**src/rtl/noc_arb_pkg.sv**
```systemverilog
// -----------------------------------------------------------------------------
// noc_arb_pkg
// Shared definitions for the NoC output-port round-robin arbiter:
//   - arbiter state encoding (legacy-compatible constants plus the enum type)
//   - port-index constants for the five-port router (Local, N, E, W, S)
// -----------------------------------------------------------------------------
package noc_arb_pkg;

  // Raw state codes, kept as plain constants for legacy code that compares bits
  localparam logic [1:0] ST_IDLE = 2'd0;
  localparam logic [1:0] ST_SEND = 2'd1;
  localparam logic [1:0] ST_GAP  = 2'd2;

  typedef enum logic [1:0] {
    IDLE = ST_IDLE,
    SEND = ST_SEND,
    GAP  = ST_GAP
  } arb_state_t;

  // Requester indices of the five-port router
  localparam int unsigned PORT_L = 32'd0;
  localparam int unsigned PORT_N = 32'd1;
  localparam int unsigned PORT_E = 32'd2;
  localparam int unsigned PORT_W = 32'd3;
  localparam int unsigned PORT_S = 32'd4;

endpackage

```
**src/rtl/noc_rr_arbiter_if.sv**
```systemverilog
// -----------------------------------------------------------------------------
// noc_rr_arbiter_if
// Request / flit-handshake bundle between the router inputs, the arbiter and
// the downstream buffer.
//   Req      requester -> arbiter   per-input request level
//   Tail     requester -> arbiter   per-input "current flit is tail"
//   DCTS     downstream -> arbiter  clear-to-send
//   RTS      arbiter -> downstream  request-to-send (registered)
//   Grant    arbiter -> requester   one-hot handshake strobe
//   Xbar_sel arbiter -> crossbar    one-hot crossbar select
// Modports: master = environment side, slave = arbiter side.
// -----------------------------------------------------------------------------
interface noc_rr_arbiter_if #(
  parameter int NUM_PORTS = 5
);
  import noc_arb_pkg::*;

  logic [NUM_PORTS-1:0] Req;
  logic [NUM_PORTS-1:0] Tail;
  logic                 DCTS;
  logic                 RTS;
  logic [NUM_PORTS-1:0] Grant;
  logic [NUM_PORTS-1:0] Xbar_sel;

  modport master (
    output Req,
    output Tail,
    output DCTS,
    input  RTS,
    input  Grant,
    input  Xbar_sel
  );

  modport slave (
    input  Req,
    input  Tail,
    input  DCTS,
    output RTS,
    output Grant,
    output Xbar_sel
  );

endinterface

```
**src/rtl/noc_rr_arbiter_rr_picker.sv**
```systemverilog
// -----------------------------------------------------------------------------
// rr_picker
// Combinational round-robin search: returns the first requesting index found
// scanning start, start+1, ... modulo NUM_PORTS.
//   req     in   NUM_PORTS  request vector
//   start   in   IDX_W      first index examined
//   winner  out  NUM_PORTS  one-hot winner (0 when nothing requests)
//   valid   out  1          at least one request present
// -----------------------------------------------------------------------------
module rr_picker #(
  parameter int NUM_PORTS = 5,
  parameter int IDX_W     = (NUM_PORTS > 1) ? $clog2(NUM_PORTS) : 1
) (
  input  logic [NUM_PORTS-1:0] req,
  input  logic [IDX_W-1:0]     start,
  output logic [NUM_PORTS-1:0] winner,
  output logic                 valid
);

  // Scan the rotated order; the first hit wins and masks later candidates
  always_comb begin : scan
    int idx;
    winner = '0;
    valid  = 1'b0;
    idx    = 0;
    for (int i = 0; i < NUM_PORTS; i++) begin
      idx = int'(start) + i;
      if (idx >= NUM_PORTS) begin
        idx = idx - NUM_PORTS;
      end else begin
        idx = idx;
      end
      if (!valid && req[idx]) begin
        winner[idx] = 1'b1;
        valid       = 1'b1;
      end else begin
        valid = valid;
      end
    end
  end

endmodule

```
**src/rtl/noc_rr_arbiter.sv**
```systemverilog
// -----------------------------------------------------------------------------
// noc_rr_arbiter
// Output-port arbiter for the NoC router: rotating round-robin pointer with
// sticky grants, a MAX_HOLD fairness limit, and an RTS/DCTS flit handshake
// toward the downstream buffer. After each handshake RTS drops for one GAP
// cycle while the crossbar select settles on the next owner.
//   clk   in     clock
//   rst   in     asynchronous active-low reset
//   bus   slave  Req/Tail/DCTS in, RTS/Grant/Xbar_sel out
// Parameters: NUM_PORTS (>=2), MAX_HOLD (0 = unlimited hold).
// Optional build macro NOC_ARB_PKT_LOCK_EN: a non-tail handshake locks the
// port to its current owner until a handshake carrying Tail.
// -----------------------------------------------------------------------------
module noc_rr_arbiter
  import noc_arb_pkg::*;
#(
  parameter int NUM_PORTS = 5,
  parameter int MAX_HOLD  = 4
) (
  input  logic            clk,
  input  logic            rst,
  noc_rr_arbiter_if.slave bus
);

  localparam int IDX_W  = (NUM_PORTS > 1) ? $clog2(NUM_PORTS) : 1;
  localparam int HOLD_W = (MAX_HOLD > 0) ? $clog2(MAX_HOLD + 1) : 1;
  localparam logic [HOLD_W-1:0] HOLD_SAT = '1;

  function automatic logic [IDX_W-1:0] onehot_to_idx(input logic [NUM_PORTS-1:0] oh);
    logic [IDX_W-1:0] r;
    r = '0;
    for (int i = 0; i < NUM_PORTS; i++) begin
      if (oh[i]) begin
        r = IDX_W'(i);
      end else begin
        r = r;
      end
    end
    return r;
  endfunction

  arb_state_t           state_r, state_s;
  logic [NUM_PORTS-1:0] sel_r, sel_s;
  logic [IDX_W-1:0]     ptr_r, ptr_s;
  logic [HOLD_W-1:0]    hold_cnt_r, hold_cnt_s;
  logic                 rts_r, rts_s;

  logic [IDX_W-1:0]     start_s;
  logic [NUM_PORTS-1:0] win_s;
  logic                 win_valid_s;
  logic [IDX_W-1:0]     win_idx_s;
  logic                 handshake_s;
  logic                 cur_req_s;
  logic                 others_s;
  logic                 hold_room_s;
  logic [HOLD_W-1:0]    hold_inc_s;
  logic                 keep_s;

  // ptr always names the last selected input, so ptr+1 serves both the IDLE
  // search and the "current index + 1" search after a handshake.
  assign start_s = (ptr_r == IDX_W'(NUM_PORTS - 1)) ? '0 : ptr_r + IDX_W'(1);

  rr_picker #(
    .NUM_PORTS (NUM_PORTS),
    .IDX_W     (IDX_W)
  ) u_picker (
    .req    (bus.Req),
    .start  (start_s),
    .winner (win_s),
    .valid  (win_valid_s)
  );

  assign win_idx_s   = onehot_to_idx(win_s);
  assign handshake_s = rts_r & bus.DCTS;
  assign cur_req_s   = |(bus.Req & sel_r);
  assign others_s    = |(bus.Req & ~sel_r);
  assign hold_room_s = (MAX_HOLD == 0) ? 1'b1 : ((int'(hold_cnt_r) + 1) < MAX_HOLD);
  assign hold_inc_s  = (hold_cnt_r == HOLD_SAT) ? hold_cnt_r : hold_cnt_r + HOLD_W'(1);

`ifdef NOC_ARB_PKT_LOCK_EN
  logic tail_s;
  logic lock_r, lock_s;

  assign tail_s = |(bus.Tail & sel_r);

  // Each handshake re-derives the lock from its own flit; otherwise it holds
  always_comb begin
    if (handshake_s) begin
      lock_s = ~tail_s;
    end else begin
      lock_s = lock_r;
    end
  end

  // A locked packet keeps its input regardless of Req and the hold limit
  assign keep_s = lock_s | (cur_req_s & (hold_room_s | ~others_s));

  // Lock register
  always_ff @(posedge clk or negedge rst) begin
    if (!rst) begin
      lock_r <= 1'b0;
    end else begin
      lock_r <= lock_s;
    end
  end
`else
  assign keep_s = cur_req_s & (hold_room_s | ~others_s);
`endif

  // Next-state and selection logic
  always_comb begin
    state_s    = state_r;
    sel_s      = sel_r;
    ptr_s      = ptr_r;
    hold_cnt_s = hold_cnt_r;
    rts_s      = rts_r;
    case (state_r)
      IDLE: begin
        if (win_valid_s) begin
          sel_s      = win_s;
          ptr_s      = win_idx_s;
          hold_cnt_s = '0;
          rts_s      = 1'b1;
          state_s    = SEND;
        end else begin
          sel_s      = '0;
          rts_s      = 1'b0;
          state_s    = IDLE;
        end
      end
      SEND: begin
        // Without DCTS everything is frozen, including the effect of Req
        if (handshake_s) begin
          rts_s = 1'b0;
          if (keep_s) begin
            hold_cnt_s = hold_inc_s;
            state_s    = GAP;
          end else if (win_valid_s) begin
            sel_s      = win_s;
            ptr_s      = win_idx_s;
            hold_cnt_s = '0;
            state_s    = GAP;
          end else begin
            sel_s      = '0;
            hold_cnt_s = '0;
            state_s    = IDLE;
          end
        end else begin
          rts_s = 1'b1;
        end
      end
      GAP: begin
        rts_s   = 1'b1;
        state_s = SEND;
      end
      default: begin
        sel_s      = '0;
        hold_cnt_s = '0;
        rts_s      = 1'b0;
        state_s    = IDLE;
      end
    endcase
  end

  // State, selection and handshake registers
  always_ff @(posedge clk or negedge rst) begin
    if (!rst) begin
      state_r    <= IDLE;
      sel_r      <= '0;
      ptr_r      <= IDX_W'(NUM_PORTS - 1);
      hold_cnt_r <= '0;
      rts_r      <= 1'b0;
    end else begin
      state_r    <= state_s;
      sel_r      <= sel_s;
      ptr_r      <= ptr_s;
      hold_cnt_r <= hold_cnt_s;
      rts_r      <= rts_s;
    end
  end

  assign bus.RTS      = rts_r;
  assign bus.Xbar_sel = sel_r;
  assign bus.Grant    = sel_r & {NUM_PORTS{rts_r & bus.DCTS}};

endmodule

```
**src/flat_wrapper.sv**
```systemverilog
// flat-port wrapper written by rule: the top's interface ports become plain ports
module noc_rr_arbiter_flat import noc_arb_pkg::*;
#(
  parameter int NUM_PORTS = 5,
  parameter int MAX_HOLD  = 4
)
  (clk, rst, bus_Req, bus_Tail, bus_DCTS, bus_RTS, bus_Grant, bus_Xbar_sel);
  noc_rr_arbiter_if #(.NUM_PORTS(NUM_PORTS)) bus_i ();
  input  logic clk;
  input  logic rst;
  input wire logic [$bits(bus_i.Req)-1:0] bus_Req;
  input wire logic [$bits(bus_i.Tail)-1:0] bus_Tail;
  input wire logic [$bits(bus_i.DCTS)-1:0] bus_DCTS;
  output wire logic [$bits(bus_i.RTS)-1:0] bus_RTS;
  output wire logic [$bits(bus_i.Grant)-1:0] bus_Grant;
  output wire logic [$bits(bus_i.Xbar_sel)-1:0] bus_Xbar_sel;
  assign bus_i.Req = bus_Req;
  assign bus_i.Tail = bus_Tail;
  assign bus_i.DCTS = bus_DCTS;
  assign bus_RTS = bus_i.RTS;
  assign bus_Grant = bus_i.Grant;
  assign bus_Xbar_sel = bus_i.Xbar_sel;
  noc_rr_arbiter #(.NUM_PORTS(NUM_PORTS), .MAX_HOLD(MAX_HOLD)) u_core (.clk(clk), .rst(rst), .bus(bus_i));
endmodule
```
**config.mk**
```make
export PLATFORM = sky130hd
export DESIGN_NAME = noc_rr_arbiter_flat
export DESIGN_NICKNAME = d
export VERILOG_FILES = /design/src/rtl/noc_arb_pkg.sv /design/src/rtl/noc_rr_arbiter_if.sv /design/src/rtl/noc_rr_arbiter_rr_picker.sv /design/src/rtl/noc_rr_arbiter.sv /design/src/flat_wrapper.sv
export SDC_FILE = /design/constraint.sdc
export NUM_CORES = 1
export LEC_CHECK = 0
export CORE_UTILIZATION = 60
export CTS_BUF_LIST = sky130_fd_sc_hd__clkbuf_4
export DETAILED_ROUTE_END_ITERATION = 8
export DONT_BUFFER_PORTS = 1
export MAX_ROUTING_LAYER = met4
export PLACE_DENSITY = 0.76
export SYNTH_ARGS = -nofsm -noshare
export SYNTH_HDL_FRONTEND = slang
export SYNTH_HIERARCHICAL = 1
export SYNTH_SLANG_ARGS = --single-unit
```
**constraint.sdc**
```tcl
create_clock -name clk -period 4.74 [get_ports clk]
set_input_delay 0.474 -clock clk [delete_from_list [all_inputs] [get_ports clk]]
set_output_delay 0.474 -clock clk [all_outputs]
set_load 0.05 [all_outputs]
```
# ---- Word-level counts from Yosys, hierarchy flattened
# Index checks and enable logic that the tools add are counted.
dict set report totals {
  reg_bits 14
  out_inout_bits 11
  word_cells 140
}
dict set report classes {
  add_sub_neg 12
  order_cmp 16
  n_eq_ne 8
  n_mux 66
  n_bitwise 13
  reduce_logical 20
}
# op n
set ops {}
lappend ops {{32-bit by 1-bit >= comparator with 1-bit output (second input constant)} 5}
lappend ops {{32-bit by 5-bit less-than comparator with 1-bit output (second input constant)} 5}
lappend ops {{32-bit two-way mux} 5}
lappend ops {{5-bit two-way mux} 8}
lappend ops {{3-bit two-way mux} 11}
lappend ops {{32-bit by 4-bit less-than comparator with 1-bit output (second input constant)} 1}
lappend ops {{1-bit two-way mux} 24}
lappend ops {{5-bit bitwise OR} 4}
lappend ops {{4-bit by 3-bit subtractor with 5-bit output (second input constant)} 4}
lappend ops {{4-bit by 3-bit >= comparator with 1-bit output (second input constant)} 4}
lappend ops {{5-bit bitwise AND} 3}
lappend ops {{1-bit binary-select mux with 3-bit select} 5}
lappend ops {{1-bit demux with 3-bit select} 5}
lappend ops {{5-bit one-hot mux with 3 select lines} 1}
lappend ops {{5-bit OR reduction} 2}
lappend ops {{1-bit logical AND} 9}
lappend ops {{3-bit one-hot mux with 3 select lines} 1}
lappend ops {{3-bit by 1-bit adder with 4-bit output (second input constant)} 2}
lappend ops {{3-bit by 2-bit adder with 4-bit output (second input constant)} 2}
lappend ops {{3-bit by 1-bit adder with 3-bit output (second input constant)} 2}
lappend ops {{3-bit == test (second input constant)} 2}
lappend ops {{2-bit two-way mux} 3}
lappend ops {{2-bit one-hot mux with 3 select lines} 1}
lappend ops {{3-bit one-hot mux with 2 select lines} 1}
lappend ops {{other kinds (18)} 25}

# ---- Longest topological paths before layout
dict set report logic_depth {
  word_depth 28
  mapped_depth 21
  ltp_nobuf 19
}

# ---- Modules after synthesis
# The synthesis kept the hierarchy.
# module n_inst cells_each area_each_um2 seq_area_each_um2
set modules_own_cells {}
lappend modules_own_cells {rr_picker 1 207 1557.7 0.0}
lappend modules_own_cells {noc_rr_arbiter 1 85 849.6 351.6}

# ---- Least setup slack after synthesis
# Ideal clock, no wire load.
dict set report synth_timing {
  path_type {flip-flop to flip-flop}
  startpoint {register u_core.ptr_r[0]}
  endpoint {register u_core.hold_cnt_r[0]}
  setup_ns 0.128
  t_arrival_ns 4.255
  required_time_ns 4.612
  slack_ns 0.358
  stages_incl_launch_ff 21
  path_buffers 3
  synth_period_minus_slack_ns 4.382
  path_cell_list {dfrtp_1 > inv_1 > ha_1 > a21oi_1 > buf_4 > buf_8 > inv_2 > ha_1 > buf_6 > nand2b_4 > or3_1 > or3_4 > a22o_4 > a21oi_4 > nand3_2 > or3b_1 > nand2b_1 > nand2_1 > nand2_1 > nor4b_4 > mux2_1}
}
dict set report synth_between {
  elab_chain_len 22
}
# element line_no
set synth_rtl {}
lappend synth_rtl {{start: declaration} noc_rr_arbiter.sv:44} ;# logic [IDX_W-1:0] ptr_r, ptr_s;
lappend synth_rtl {{start signal: assignment} noc_rr_arbiter.sv:170} ;# ptr_r <= IDX_W'(NUM_PORTS - 1);
lappend synth_rtl {{start signal: assignment} noc_rr_arbiter.sv:176} ;# ptr_r <= ptr_s;
lappend synth_rtl {{3-bit by 1-bit adder with 3-bit output or 3-bit == test (tied branches)} noc_rr_arbiter.sv:61} ;# assign start_s = (ptr_r == IDX_W'(NUM_PORTS - 1)) ? '0 : ptr_r + IDX_W'(1);
lappend synth_rtl {{3-bit two-way mux *} noc_rr_arbiter.sv:61}
lappend synth_rtl {{via u_core.start_s[0]} noc_rr_arbiter.sv:48} ;# logic [IDX_W-1:0] start_s;
lappend synth_rtl {{branches (longest 17 deep; another with 4-bit by 3-bit subtractor with 5-bit output)} -}
lappend synth_rtl {{1-bit two-way mux *} noc_rr_arbiter_rr_picker.sv:33} ;# if (!valid && req[idx]) begin
lappend synth_rtl {{via u_core.win_valid_s} noc_rr_arbiter.sv:50} ;# logic win_valid_s;
lappend synth_rtl {{2-bit != test (no line) *} -}
lappend synth_rtl {{4-bit AND reduction (no line) *} -}
lappend synth_rtl {{end signal: assignment} noc_rr_arbiter.sv:177} ;# hold_cnt_r <= hold_cnt_s;
lappend synth_rtl {{end: declaration} noc_rr_arbiter.sv:45} ;# logic [HOLD_W-1:0] hold_cnt_r, hold_cnt_s;
# Mark *: on every way through the listed nets, which the timed path passes. The select of a mux whose other input is x is not followed.
# A chain may end at the register's enable or synchronous reset.

# ---- Final worst setup path
# Ends and elaborated chain as after synthesis.

==> run metrics <==
Vias/cell 7.01; final antenna-violating net count 0; number of max-cap violations 0; Sink Count 14; CTS max path bufs 2; dpl hpwl 4860 um; antenna diode count 0; die area 0.00427 sq mm; Slew HR 0.411; number of detailed-route iterations in the first pass 5; CP max FO 10; Crit path buffers/inverters 3; sequential share of the synthesized area 0.146; CTS buffer count 3; syn avg cell area 8.24 sq um; worst skew pair latency 290 ps; worst path arrival time 4630 ps; top_reg_cell synth dfrtp_1; EDFF count, synth 0; crit end category flip-flop; Fillers 338; H-tree levels 1; r2r startpoint u_core/ptr_r[0]; Worst path top cell family by delay simple AND/OR/NAND/NOR gates; vias in the first global route 2200; row count 22; first-pass GRT wire length 10500 um; cells after synthesis 292; Chip Height 65.3 um; DIE WIDTH 65.3 um; post-DR wirelength/cell 19.2 um; Least-Margin Pin Slew 880 ps; fmax 224 MHz; Setup-failing EPs final 0; initial antenna violation count 0; Final Hold Viols 0; RSZ-0062 raised after global routing false; Mapped Area 0.00241 sq mm; Worst EP required 4920 ps; total core area 0.00374 sq mm; final clock skew 8.64 ps; #FFs+latches synth 14; clock-pin slew on the worst setup and hold paths 80 ps; layout cells sized above 1 0.137; critical path cell sequence inv_1 > ha_1 > nor2_1 > mux2_2 > inv_1 > buf_4 > ha_1 > a2111oi_2 > mux2_2 > nand2b_1 > o211a_1 > o31ai_4 > nand3_2 > or3b_1 > nand2b_1 > nand2_1 > nand2_1 > nor4b_4 > mux2_1; number of port buffers 0; Critical path origin u_core/ptr_r[0]; final core utilization 0.655; Crit Path Category reg -> reg; # IOs 24; TNS Setup 0 ps; biggest cell delay along the critical path 460 ps; Final Cycle Share 0.940; post-layout minimum cycle time 4460 ps; postcts setup bufs 0; Crit-path slowest cell or3b_1; clock root cell clkbuf_4; Routed WL 6510 um; synth unique cells 79; Starting DRT DRC Count 223; total track usage 0.327; Async SR Flop Fraction 1.00; HP Class in -> async; Ys Warns 6; remaining global-route overflow 0; DRC Markers 0; pin count of the biggest net entering global routing 35; TritonCTS clock tree yes; nets roughly 320; startpoint types flip-flop; max-slew violations 0; syn nets roughly 320; gpl congestion 0.953; total number of vias 2377; run status finished clean; starting density of the core 0.643; layout overhead on the synthesized area 1.87%
-- area by class of cell --
| cell class | count | area [sq um] | share of cell area |
|---|---|---|---|
| clock buffer | 3 | 22.5 | 0.00918 |
| clock inverter | 1 | 3.75 | 0.00153 |
| inverter | 22 | 82.6 | 0.0337 |
| multi-input combinational | 243 | 1870 | 0.762 |
| sequential | 14 | 352 | 0.143 |
| tap | 48 | 60.1 | 0.0245 |
| timing repair buffer | 8 | 62.6 | 0.0255 |
-- flip-flops by register name, summed over array words and instances (netlist names) --
signal               flops
u_core/state_r           2
u_core/hold_cnt_r        3
u_core/ptr_r             3
u_core/bus.Xbar_sel      5
u_core/bus.RTS           1
-- layer usage --
metal / GRT usage / part of all wire
met2: 0.549 / 0.49
met3: 0.0434 / 0.066
met5: - / 0
met4: 0.111 / 0.028
met1: 0.401 / 0.42
-- per-stage QoR --
stage               setup slack [ps]  hold slack, ps  cell area (sq um)  std cells
CTS                              342            18.7               2450        339
global placement                 432             179               2410        334
detailed placement               353             179               2410        334
floorplan                        358             178               2410        292
global route                    47.2            9.43               2450        339
finish                           283            19.5               2450        339
-- what timing repair did --
action	4_1_cts	5_1_grt
hold buffers	1	0
endpoints found under the setup margin	0	1
hold endpoints to repair	13	0
gates resized for setup	0	1
-- path summary, 6_finish.rpt --
path	depth (start not counted)	endpoint	slack [ps]
max	19	u_core/hold_cnt_r[0]	280
min	0	u_core/ptr_r[2]	20
max reg2reg	19	u_core/hold_cnt_r[0]	280
min reg2reg	1	u_core/state_r[0]	550
max in group asynchronous	1	u_core/ptr_r[1]	3720
min in group clk	2	u_core/state_r[1]	440
-- placed cells by master, fill, tap and decap left out, types with 4 or more instances in the layout --
cell type / instances
nand2_1: 21
o21ai_0: 14
inv_1: 20
nand2b_1: 12
a31oi_1: 9
ha_1: 15
nor3b_1: 6
mux2_2: 4
a21oi_2: 4
xnor2_1: 4
nor2_1: 21
a32o_1: 5
nand3_1: 7
a21oi_1: 17
o32ai_1: 5
nor2b_1: 5
nor3_1: 5
buf_4: 7
dfrtp_1: 13
-- synthesized netlist by cell type (3+ instances only) --
library cell / count / area (sq um)
and3_1: 3 / 18.8
nor2b_1: 5 / 31.3
a21oi_2: 3 / 26.3
a32o_1: 5 / 50.1
o41ai_1: 3 / 26.3
or2_2: 3 / 18.8
a41o_1: 3 / 30.0
o21ai_0: 14 / 70.1
ha_1: 15 / 188
a211o_1: 3 / 26.3
o31ai_1: 3 / 22.5
nand4_1: 3 / 18.8
a311oi_1: 3 / 26.3
o21a_1: 3 / 22.5
o311ai_1: 3 / 26.3
dfrtp_1: 13 / 325
a22o_1: 3 / 26.3
nand3_2: 3 / 30.0
nand3_1: 7 / 35.0
nor2_1: 21 / 78.8
inv_1: 20 / 75.1
o211ai_1: 3 / 22.5
nor3b_1: 6 / 45.0
clkbuf_1: 5 / 18.8
mux2i_1: 3 / 30.0
a21o_1: 3 / 22.5
o32ai_1: 5 / 43.8
a31oi_1: 9 / 56.3
nand2_1: 21 / 78.8
xnor2_1: 4 / 35.0
a21oi_1: 18 / 90.1
nor3_1: 5 / 25.0
nand2b_1: 12 / 75.1
mux2_2: 4 / 45.0
-- logic make-up after synthesis --
logic type,count (synthesis),synth area share
xor+xnor,5,0.0260
simple gates,102,0.248
mux,9,0.0421
compound gates,111,0.371
buf+inv,35,0.0806
fa+ha+maj,16,0.0863
flops,14,0.146
Power is left out: the tool's default activity adds up to more than one toggle a clock period on the data nets, which glitch-free logic cannot reach.
